$ cat src/rtl/hazard_ctrl_pkg.sv
// Shared encodings and tracker types for the ID-stage hazard controller.
package hazard_ctrl_pkg;

   localparam logic [1:0] READ_NONE = 2'b00;
   localparam logic [1:0] READ_EX   = 2'b01;
   localparam logic [1:0] READ_MEM  = 2'b10;

   localparam logic [1:0] AVAIL_EX  = 2'b01;
   localparam logic [1:0] AVAIL_MEM = 2'b10;

   localparam logic [1:0] FWD_REG   = 2'b00;
   localparam logic [1:0] FWD_EXMEM = 2'b01;
   localparam logic [1:0] FWD_MEMWB = 2'b10;

   typedef struct packed {
      logic       valid;
      logic       wr_en;
      logic [4:0] wr_reg;
      logic [1:0] wr_avail;
   } trk_t;

   // Once a producer has left EX its result exists, so availability is no longer tracked.
   typedef struct packed {
      logic       valid;
      logic       wr_en;
      logic [4:0] wr_reg;
   } trk_mem_t;

   function automatic logic [1:0] sel_fwd(input logic m_ex, input logic m_mem);
      return m_ex ? FWD_EXMEM : (m_mem ? FWD_MEMWB : FWD_REG);
   endfunction

endpackage

$ cat src/rtl/hazard_match.sv
// Compares one source operand against one in-flight destination entry.
module hazard_match (
   input  logic       valid_i,
   input  logic       wr_en_i,
   input  logic [4:0] wr_reg_i,
   input  logic [4:0] reg_i,
   output logic       match_o
);

   // $0 is hardwired, so a write to it never creates a dependency.
   assign match_o = valid_i & wr_en_i & (wr_reg_i == reg_i) & (reg_i != 5'd0);

endmodule

$ cat src/rtl/hazard_ctrl.sv
// ID-stage hazard controller: load-use stall plus registered forwarding selects
// that travel with the consumer into EX and MEM.
module hazard_ctrl
   import hazard_ctrl_pkg::*;
(
   input  logic        clk,
   input  logic        rst,
   input  logic        id_valid,
   input  logic        id_flush,
   input  logic [1:0]  id_read_rs,
   input  logic [1:0]  id_read_rt,
   input  logic [4:0]  id_rs,
   input  logic [4:0]  id_rt,
   input  logic        id_wr_en,
   input  logic [4:0]  id_wr_reg,
   input  logic [1:0]  id_wr_avail,
   output logic        stall,
   output logic [1:0]  fwd_rs_ex,
   output logic [1:0]  fwd_rt_ex,
   output logic        fwd_rt_mem,
   output logic [15:0] stall_count
);

   // The regfile writes before it reads in WB, so nothing older than MEM is tracked.
   trk_t       tex_q, tex_d;
   trk_mem_t   tmem_q;
   logic [1:0] fwd_rs_q, fwd_rs_d;
   logic [1:0] fwd_rt_q, fwd_rt_d;
   logic       pend_q, pend_d;
   logic       fwd_rt_mem_q;
   logic [15:0] stall_count_q;

   logic m_rs_ex, m_rs_mem, m_rt_ex, m_rt_mem;
   logic rs_need_ex, rt_need_ex, rt_need_mem, issue;

   hazard_match u_rs_ex (
      .valid_i (tex_q.valid), .wr_en_i (tex_q.wr_en), .wr_reg_i (tex_q.wr_reg),
      .reg_i   (id_rs),       .match_o (m_rs_ex)
   );
   hazard_match u_rs_mem (
      .valid_i (tmem_q.valid), .wr_en_i (tmem_q.wr_en), .wr_reg_i (tmem_q.wr_reg),
      .reg_i   (id_rs),        .match_o (m_rs_mem)
   );
   hazard_match u_rt_ex (
      .valid_i (tex_q.valid), .wr_en_i (tex_q.wr_en), .wr_reg_i (tex_q.wr_reg),
      .reg_i   (id_rt),       .match_o (m_rt_ex)
   );
   hazard_match u_rt_mem (
      .valid_i (tmem_q.valid), .wr_en_i (tmem_q.wr_en), .wr_reg_i (tmem_q.wr_reg),
      .reg_i   (id_rt),        .match_o (m_rt_mem)
   );

   assign rs_need_ex  = (id_read_rs == READ_EX);
   assign rt_need_ex  = (id_read_rt == READ_EX);
   assign rt_need_mem = (id_read_rt == READ_MEM);

   // Only a load still in EX can't be forwarded in time; MEM-stage readers wait it out.
   assign stall = id_valid & ~id_flush & (tex_q.wr_avail == AVAIL_MEM) &
                  ((rs_need_ex & m_rs_ex) | (rt_need_ex & m_rt_ex));
   assign issue = id_valid & ~id_flush & ~stall;

   always_comb begin
      tex_d    = '0;
      fwd_rs_d = FWD_REG;
      fwd_rt_d = FWD_REG;
      pend_d   = 1'b0;
      if (issue) begin
         tex_d.valid    = 1'b1;
         tex_d.wr_en    = id_wr_en;
         tex_d.wr_reg   = id_wr_reg;
         tex_d.wr_avail = id_wr_avail;
         if (rs_need_ex)
            fwd_rs_d = sel_fwd(m_rs_ex, m_rs_mem);
         if (rt_need_ex) begin
            fwd_rt_d = sel_fwd(m_rt_ex, m_rt_mem);
         end else if (rt_need_mem) begin
            // Store data from the instruction just ahead is picked up one stage later, in MEM.
            if (m_rt_ex)
               pend_d = 1'b1;
            else if (m_rt_mem)
               fwd_rt_d = FWD_MEMWB;
         end
      end
   end

   always_ff @(posedge clk or posedge rst) begin
      if (rst) begin
         tex_q         <= '0;
         tmem_q        <= '0;
         fwd_rs_q      <= FWD_REG;
         fwd_rt_q      <= FWD_REG;
         pend_q        <= 1'b0;
         fwd_rt_mem_q  <= 1'b0;
         stall_count_q <= '0;
      end else begin
         tex_q         <= tex_d;
         tmem_q.valid  <= tex_q.valid;
         tmem_q.wr_en  <= tex_q.wr_en;
         tmem_q.wr_reg <= tex_q.wr_reg;
         fwd_rs_q      <= fwd_rs_d;
         fwd_rt_q      <= fwd_rt_d;
         pend_q        <= pend_d;
         fwd_rt_mem_q  <= pend_q;
         if (stall && stall_count_q != 16'hFFFF)
            stall_count_q <= stall_count_q + 16'd1;
      end
   end

   assign fwd_rs_ex   = fwd_rs_q;
   assign fwd_rt_ex   = fwd_rt_q;
   assign fwd_rt_mem  = fwd_rt_mem_q;
   assign stall_count = stall_count_q;

endmodule

$ cat config.mk
export PLATFORM = sky130hd
export DESIGN_NAME = hazard_ctrl
export DESIGN_NICKNAME = d
export VERILOG_FILES = /design/src/rtl/hazard_ctrl_pkg.sv /design/src/rtl/hazard_match.sv /design/src/rtl/hazard_ctrl.sv
export SDC_FILE = /design/constraint.sdc
export NUM_CORES = 1
export LEC_CHECK = 0
export ABC_AREA = 1
export BUFFER_PORTS_ARGS = -buffer_cell sky130_fd_sc_hd__buf_2
export CORE_MARGIN = 3
export CORE_UTILIZATION = 35
export DETAILED_ROUTE_END_ITERATION = 6
export PLACE_DENSITY = 0.63
export SLEW_MARGIN = 0
export SYNTH_ARGS = -nofsm -noshare
export SYNTH_HDL_FRONTEND = slang
export SYNTH_SLANG_ARGS = --single-unit
$ cat constraint.sdc
create_clock -name clk -period 3.3 [get_ports clk]
set_input_delay 0.33 -clock clk [delete_from_list [all_inputs] [get_ports clk]]
set_output_delay 0.33 -clock clk [all_outputs]
set_load 0.02 [all_outputs]
==> impl_metrics.py, run 1 <==
metrics = {
    "run_status": {
        "outcome": "completed",
    },
    "worst_setup_path": {
        "slowest_stage": "dfrtp_1",
        "crit_fanout": 21,
        "arrival_ns": 1.86,
        "endpoint_kind": "output pin",
        "cp.required_ns": 2.97,
        "crit_start": "tex_q[5]",
        "path_common_cell": "nand2_1",
        "cpPeakStageDelay_ns": 0.43,
        "path_cells": "inv_1, nand2_1, nand2_1, nand2_1, nor2_1, nand3_2, nand2_4, nand2_2, inv_1, buf_2",
        "cp_top_family": "simple AND/OR/NAND/NOR gates",
        "crit_type": "flip-flop to output pin",
        "crit_buf_inv": 3,
        "r2r-start": "stall_count[0]",
        "startpoint_type": "flip-flop",
    },
    "clock_tree": {
        "cts_tree": "built",
        "cts_buffers": 5,
        "cts_sinks": 38,
        "clkTransAtPathRegs_ns": 0.08,
        "cts_resized": 0,
        "insertion_delay_ns": 0.29,
        "ctsHoldBuffers": 0,
        "cts_setup_buffers": 0,
        "cts_max_path_buffers": 2,
        "cts_root_buf": "clkbuf_8",
        "cts_htree_levels": 2,
    },
    "hold_path": {
        "hold_path.class": "input port to asynchronous set/reset pin",
    },
    "sta": {
        "setup_viol": 0,
        "slew_viol_final": 0,
        "worst_pin_slew_ns": 0.7502,
        "post-route-min-period_ns": 2.186,
        "hold_viol_final": 0,
        "timing.fmax_ghz": 0.4574,
        "rsz0062_at_grt": "false",
        "period_share": 0.6625,
        "fin_worst_skew_ns": 0.005739,
        "slew_headroom": 0.4977,
        "fin_setup_tns_ns": 0,
    },
    "place": {
        "dpl_cell_area_um2": 2487,
        "dp_cells": 399,
        "gp_congestion": 0.8742,
        "io_buffers": 47,
        "dp_hpwl_mm": 3.721,
    },
    "final_layout": {
        "final_nets": 358,
        "instances_no_fill": 407,
        "fin_area_um2": 2625,
        "drive_gt1_frac": 0.2651,
        "n_antenna_cell": 0,
        "area_delta_synth_final_pct": 18.26,
    },
    "pwr": {
        "ir_drop_mv": 0.3040,
        "power_density_nw_per_um2": 392.5,
        "p_leak_uw": 0.001396,
    },
    "logic_synthesis": {
        "syn-cell-area_um2": 2220,
        "synth_area_leaders": "dfrtp_1 (43%), nand2_1 (14%), inv_1 (6.3%), nand4_1 (5.4%), xnor2_1 (4.7%)",
        "synth_edf_count": 0,
        "synth_seq_cells": 38,
        "synth_flop_cell": "dfrtp_1",
        "synth-seq-area-share": 0.4284,
        "synth_warnings": 0,
        "syn-instance-count": 282,
        "yosys-top-cells-count": "nand2_1 (83), dfrtp_1 (38), inv_1 (37)",
        "ys_async_sr_fraction": 1.000,
        "avgSynthCellArea_um2": 7.871,
        "synth_most_common_cell": "nand2_1",
        "syn_nets": 309,
        "ys_types": 27,
        "yosys.area.top_type_share": 0.4284,
        "synth_top_area_cell": "dfrtp_1",
    },
    "die": {
        "core_area_um2": 6026,
        "dieWidth_um": 85.64,
        "die-area_um2": 7333,
        "initial_core_util": 0.3684,
        "io_pins": 48,
        "fp-row-count": 28,
        "fp.dieH_um": 85.64,
    },
    "global_routing": {
        "grt_max_degree": 39,
        "antenna_found_initial": 0,
        "grt_pass1_wl_mm": 8.197,
        "overflow": 0,
        "grt_pass1_vias": 1732,
        "grtUsageTotal": 0.1389,
    },
    "route": {
        "vias": 1860,
        "drtAntennaViolNets": 0,
        "dr.first_iter.drc_count": 90,
        "drc": 0,
        "drt-vias-per-instance": 4.570,
        "wl_per_cell_um": 11.70,
        "routed_wl_mm": 4.761,
        "drtPass1Iterations": 4,
    },
    "job": {
        "cap_violations": 0,
    },
}
[kinds of logic after synthesis]
logic type | after synthesis | synth area share
xor gates and xnor gates | 20 | 0.07892
buffers and inverters | 51 | 0.1088
DFF | 38 | 0.4284
and+or+nand+nor | 169 | 0.3703
AOI/OAI and AO/OA | 3 | 0.007893
adders and majority gates | 1 | 0.005636
[power by group]
| group | switching [uW] | internal [uW] | leakage [uW] |
|---|---|---|---|
| Combinational | 46.2 | 30.5 | 0.000806 |
| Clock | 172 | 303 | 0.0000683 |
| Sequential | 5.90 | 473 | 0.000522 |
[routing by layer]
metal	vias to the layer above	GRT usage	part of all wire
li1	978	-	-
met1	830	0.2018	0.47
met2	48	0.2083	0.47
met3	4	0.03170	0.056
met4	0	0.03741	0.0050
met5	-	0	0
[worst reg2reg max path, stage by stage (launching register included)]
cell     delay, ns
dfrtp_1       0.42
ha_1          0.23
nand3_1       0.17
inv_1         0.14
nand4_1       0.43
nand3_2       0.40
nand2_1       0.09
nand2_1       0.07
[through the flow]
step	total power [uW]	worst slack (ns)	hold WS, ns	util
detailed placement	566.3	1.304	0.3410	0.4128
floorplan	535.3	1.697	0.3312	-
CTS	1044	1.108	0.1525	0.4356
finish	1030	1.114	0.1316	0.4356
global placement	565.6	1.335	0.3337	0.4128
global route	1081	0.9645	0.1812	0.4356
[flip-flops by register name, summed over array words and instances (netlist names)]
| signal | count |
|---|---|
| fwd_rs_ex | 2 |
| fwd_rt_ex | 2 |
| fwd_rt_mem | 1 |
| pend_q | 1 |
| stall_count | 16 |
| tex_q | 9 |
| tmem_q | 7 |
[layout by cell type, fill, tap and decap left out, types with 2 or more instances in the layout]
cell type,Yosys,final
nor2_2,14,14
nand4_2,2,2
nand2_1,83,83
a21oi_1,2,2
nand4_1,19,19
xnor2_1,12,12
nand3_1,15,15
inv_2,7,7
inv_1,37,37
nand2_2,2,2
nand3_2,3,3
bufinv_16,0,2
nand3b_1,2,2
buf_2,1,47
buf_4,1,2
clkbuf_8,0,5
nor2_1,17,17
xor2_1,8,8
dfrtp_1,38,38
nor3_1,7,7
[layout make-up]
cell class	count	area, um^2
inverters	44	165.2
clock inverters	3	68.82
multi-input cells	193	1027
repair buffers	49	250.2
well taps	75	93.84
fillers	623	3401
flip-flops and latches	38	950.9
clock buffers	5	68.82
[path summary, 6_finish.rpt]
| path | slack, ns | end | cells past startpoint |
|---|---|---|---|
| max in group asynchronous | 2.84 | stall_count[3] | 3 |
| max | 1.11 | stall | 10 |
| min | 0.13 | tex_q[1] | 3 |
| min reg2reg | 0.36 | fwd_rt_mem | 0 |
| min in group clk | 0.25 | tex_q[3] | 3 |
| max reg2reg | 1.29 | stall_count[8] | 7 |
(Power assumes the default switching activity.)
==> inputs of run 2 (changes only) <==
--- a/config.mk
+++ b/config.mk
@@ -10,7 +10,7 @@
 export CORE_MARGIN = 3
 export CORE_UTILIZATION = 35
 export DETAILED_ROUTE_END_ITERATION = 6
-export PLACE_DENSITY = 0.63
+export PLACE_DENSITY = 0.65
 export SLEW_MARGIN = 0
 export SYNTH_ARGS = -nofsm -noshare
 export SYNTH_HDL_FRONTEND = slang
==> constraint.sdc (replaced) <==
create_clock -name clk -period 2 [get_ports clk]
set_input_delay 0.2 -clock clk [delete_from_list [all_inputs] [get_ports clk]]
set_output_delay 0.2 -clock clk [all_outputs]
set_load 0.02 [all_outputs]
==> impl_metrics.py, run 2 (synthesis results as in run 1) <==
metrics = {
    "run_status": {
        "outcome": "completed",
    },
    "final_layout": {
        "largest_reg_flops": 16,
        "n_antenna_cell": 0,
        "fillers": 619,
        "final_common_cell": "nand2_1",
        "final_nets": 366,
        "drive_gt1_frac": 0.2941,
        "final_cell_mix": "nand2_1 (83), buf_2 (46), dfrtp_1 (37), inv_1 (36), nand4_1 (19)",
        "area_delta_synth_final_pct": 20.80,
    },
    "worst_setup_path": {
        "endpoint_kind": "output pin",
        "reg2reg_depth": 9,
        "startpoint_type": "flip-flop",
        "crit_fanout": 6,
        "cp.required_ns": 1.80,
        "crit_type": "flip-flop to output pin",
        "arrival_ns": 1.65,
        "slowest_stage": "dfrtp_1",
        "path_cells": "xnor2_2, nand2_1, nor2_2, nand3_2, nand2_8, nand2_2, inv_1, buf_4",
        "cpPeakStageDelay_ns": 0.43,
    },
    "clock_tree": {
        "ctsHoldBuffers": 0,
        "insertion_delay_ns": 0.30,
        "clkTransAtPathRegs_ns": 0.08,
        "cts_max_path_buffers": 2,
        "cts_buffers": 5,
        "cts_tree": "built",
        "cts_sinks": 38,
        "cts_htree_levels": 2,
        "cts_root_buf": "clkbuf_8",
    },
    "die": {
        "initial_core_util": 0.3684,
        "core_area_um2": 6026,
        "io_pins": 48,
        "fp.dieH_um": 85.64,
        "dieWidth_um": 85.64,
        "die-area_um2": 7333,
        "fp-row-count": 28,
    },
    "sta": {
        "worst_pin_slew_ns": 0.4752,
        "period_share": 0.9257,
        "fin_worst_skew_ns": 0.009953,
        "hold_viol_final": 0,
        "fin_setup_tns_ns": 0,
        "timing.fmax_ghz": 0.5401,
        "setup_slack_ns": 0.1486,
        "post-route-min-period_ns": 1.851,
        "rsz0062_at_grt": "false",
        "slew_headroom": 0.6832,
        "slew_viol_final": 0,
        "setup_viol": 0,
    },
    "route": {
        "vias": 1897,
        "drtAntennaViolNets": 0,
        "routed_wl_mm": 4.901,
        "drt-vias-per-instance": 4.571,
        "wl_per_cell_um": 11.81,
        "dr.first_iter.drc_count": 75,
        "drc": 0,
        "drtPass1Iterations": 4,
    },
    "global_routing": {
        "grt_pass1_wl_mm": 8.066,
        "grt_pass1_vias": 1802,
        "gr-usage-met2": 0.2225,
        "grtUsageMet1": 0.1855,
        "overflow": 0,
        "grtUsageTotal": 0.1367,
        "grt_max_degree": 39,
        "antenna_found_initial": 0,
        "grt_util_met3": 0.01729,
        "busiest_layer": "met2",
    },
    "place": {
        "io_buffers": 47,
        "dp_slack_ns": 0.2365,
        "dp_hpwl_mm": 3.676,
        "gp_congestion": 0.8909,
    },
    "pwr": {
        "power_density_nw_per_um2": 553.2,
        "p_leak_uw": 0.001423,
        "ir_drop_mv": 0.2056,
    },
    "job": {
        "cap_violations": 0,
    },
    "hold_path": {
        "hold_path.class": "input port to asynchronous set/reset pin",
    },
}
==> run 2: area by class of cell <==
cell class | instances | area (um^2) | share of cell area
Multi-Input combinational cell | 194 | 1070 | 0.3990
Sequential cell | 38 | 952.2 | 0.3551
Timing Repair Buffer | 56 | 305.3 | 0.1139
Inverter | 44 | 165.2 | 0.06160
Tap cell | 75 | 93.84 | 0.03500
Clock buffer | 6 | 82.58 | 0.03080
Clock inverter | 2 | 12.51 | 0.004666
==> run 2: path summary, 6_finish.rpt <==
kind	from	endpoint	slack [ns]
hold / removal	rst	stall_count[1]	0.006
min in group clk	id_wr_avail[0]	tex_q[0]	0.12
setup reg to reg	tex_q[6]	stall_count[7]	0.30
max in group asynchronous	rst	tex_q[5]	1.64
setup / recovery	tex_q[6]	stall	0.15
hold reg to reg	pend_q	fwd_rt_mem	0.36
==> run 2: worst max-delay path, delay by kind of cell (launching register included) <==
kind                   cells  cell delay, ns
buffers and inverters      2            0.21
AND/OR/NAND/NOR            5            0.53
XOR/XNOR                   1            0.18
flip-flops                 1            0.43
==> run 2: per-layer routing <==
metal  wire (um)  vias up
li1            -      994
met1        2254      844
met2        2350       53
met3         223        6
met4          73        0
met5           0        -
==> run 2: what timing repair did <==
item	4_1_cts	5_1_grt
buffers inserted	0	5
setup endpoints to repair	0	4
resized for setup	0	8
==> run 2: through the flow <==
step	instance area, um^2	total power [uW]	hold slack (ns)	cells	utilization
final	2681	1483	0.006027	415	0.4450
after global routing	2681	1550	0.06429	415	0.4450
after CTS	2597	1496	0.02113	409	0.4311
after floorplan	2220	883.3	0.3199	282	-
after detailed placement	2502	934.1	0.3451	401	0.4153
after global placement	2502	932.7	0.3318	401	0.4153
==> run 2: power breakdown <==
group / internal (uW) / total, uW / switching (uW)
registers: 781 / 791 / 10.4
clock network: 277 / 562 / 284
logic: 52.2 / 131 / 78.3
total: 1110 / 1480 / 373
==> inputs of run 3 (changes only) <==
--- a/config.mk
+++ b/config.mk
@@ -7,10 +7,12 @@
 export LEC_CHECK = 0
 export ABC_AREA = 1
 export BUFFER_PORTS_ARGS = -buffer_cell sky130_fd_sc_hd__buf_2
+export CELL_PAD_IN_SITES_DETAIL_PLACEMENT = 1
+export CELL_PAD_IN_SITES_GLOBAL_PLACEMENT = 1
 export CORE_MARGIN = 3
 export CORE_UTILIZATION = 35
 export DETAILED_ROUTE_END_ITERATION = 6
-export PLACE_DENSITY = 0.65
+export PLACE_DENSITY = 0.83
 export SLEW_MARGIN = 0
 export SYNTH_ARGS = -nofsm -noshare
 export SYNTH_HDL_FRONTEND = slang
==> impl_metrics.py, run 3 (synthesis results as in run 1) <==
metrics = {
    "run_status": {
        "outcome": "completed",
    },
    "sta": {
        "post-route-min-period_ns": 1.901,
        "setup_slack_ns": 0.09916,
        "fin_worst_skew_ns": 0.004150,
        "setup_viol": 0,
        "slew_headroom": 0.6656,
        "timing.fmax_ghz": 0.5261,
        "hold_viol_final": 0,
        "whs_ns": 0.01107,
        "period_share": 0.9504,
        "worst_pin_slew_ns": 0.5017,
        "slew_viol_final": 0,
    },
    "route": {
        "drt-vias-per-instance": 4.833,
        "dr.first_iter.drc_count": 78,
        "drtAntennaViolNets": 0,
        "wl_per_cell_um": 14.56,
        "vias": 2020,
        "drc": 0,
        "drtPass1Iterations": 4,
        "routed_wl_mm": 6.086,
    },
    "final_layout": {
        "n_antenna_cell": 0,
        "final_cell_mix": "nand2_1 (82), buf_2 (46), dfrtp_1 (38), inv_1 (37), nand4_1 (19)",
        "fillers": 780,
        "final_nets": 369,
        "regArea_um2": 950.9,
        "area_delta_synth_final_pct": 22.77,
        "final_util": 0.4522,
        "final_common_cell": "nand2_1",
        "drive_gt1_frac": 0.3003,
        "largest_reg_flops": 16,
        "multiInputGateArea_um2": 1079,
    },
    "clock_tree": {
        "insertion_delay_ns": 0.29,
        "cts_tree": "built",
        "cts_htree_levels": 2,
        "cts_buffers": 5,
        "clkTransAtPathRegs_ns": 0.08,
        "ctsHoldBuffers": 0,
        "cts_sinks": 38,
        "cts_root_buf": "clkbuf_8",
        "cts_max_path_buffers": 2,
    },
    "pwr": {
        "ir_drop_mv": 0.2953,
        "power_uw": 1585,
        "p_leak_uw": 0.001446,
        "power_density_nw_per_um2": 581.7,
    },
    "global_routing": {
        "grt_pass1_wl_mm": 10.30,
        "overflow": 0,
        "grt_pass1_vias": 2253,
        "antenna_found_initial": 0,
        "grt_max_degree": 39,
        "grtUsageTotal": 0.1762,
    },
    "die": {
        "dieWidth_um": 85.64,
        "fp.dieH_um": 85.64,
        "core_area_um2": 6026,
        "fp-row-count": 28,
        "initial_core_util": 0.3684,
        "die-area_um2": 7333,
        "io_pins": 48,
    },
    "place": {
        "io_buffers": 47,
        "dp_hpwl_mm": 4.528,
        "dp_slack_ns": 0.09207,
        "gp_congestion": 0.8555,
    },
    "worst_setup_path": {
        "endpoint_kind": "output pin",
        "crit_fanout": 4,
        "cp.required_ns": 1.80,
        "arrival_ns": 1.70,
        "startpoint_type": "flip-flop",
        "crit_type": "flip-flop to output pin",
    },
    "hold_path": {
        "hold_path.class": "input port to asynchronous set/reset pin",
    },
    "job": {
        "cap_violations": 0,
    },
}
## run 3: power by group
part | internal, uW | switching, uW | total [uW]
clock | 367 | 290 | 657
sequential | 780 | 10.3 | 791
combinational | 52.2 | 85.4 | 138
## run 3: stage by stage
step           setup TNS, ns  area, um^2  instances
3_3_place_gp               0        2510        402
6_report                   0        2725        418
2_1_floorplan              0        2220        282
4_1_cts                    0        2669        413
3_5_place_dp               0        2510        402
5_1_grt             -0.01548        2725        418
## run 3: worst paths after layout
| path | from | to | slack, ns | depth (start not counted) |
|---|---|---|---|---|
| min in group clk | id_wr_reg[3] | tex_q[5] | 0.11 | 3 |
| max | tex_q[5] | stall | 0.1 | 10 |
| min | rst | tex_q[0] | 0.01 | 3 |
| min reg2reg | pend_q | fwd_rt_mem | 0.36 | 0 |
| max in group asynchronous | rst | stall_count[1] | 1.64 | 3 |
| max reg2reg | stall_count[0] | stall_count[3] | 0.25 | 7 |
## run 3: repair_timing
item | CTS | global route
resized for setup | 4 | 5
setup endpoints to repair | 1 | 1
hold endpoints to repair | 0 | 0
gates cloned | 1 | 0
buffers inserted | 2 | 5
pin swaps | 2 | 3
## run 3: per-layer routing
layer,global-route usage,part of all wire
met1,0.2096,0.43
met2,0.3072,0.51
met3,0.03554,0.044
met4,0.07626,0.021
met5,0,0
## run 3: final cells by class
cell class | count | share of cell area
clock buffers | 5 | 0.02525
clock inverters | 3 | 0.01469
inverters | 44 | 0.06061
multi-input cells | 194 | 0.3958
flip-flops and latches | 38 | 0.3489
well taps | 75 | 0.03444
repair buffers | 59 | 0.1203
## run 3: worst max-delay path, cell delays in order (launching register included)
cell and delay [ns]:
dfrtp_1 0.42, inv_1 0.12, nand2_1 0.06, nand2_1 0.06
nand2_1 0.06, nor2_2 0.14, nand3_2 0.15, nand2_8 0.10
nand2_2 0.08, inv_1 0.08, buf_4 0.13
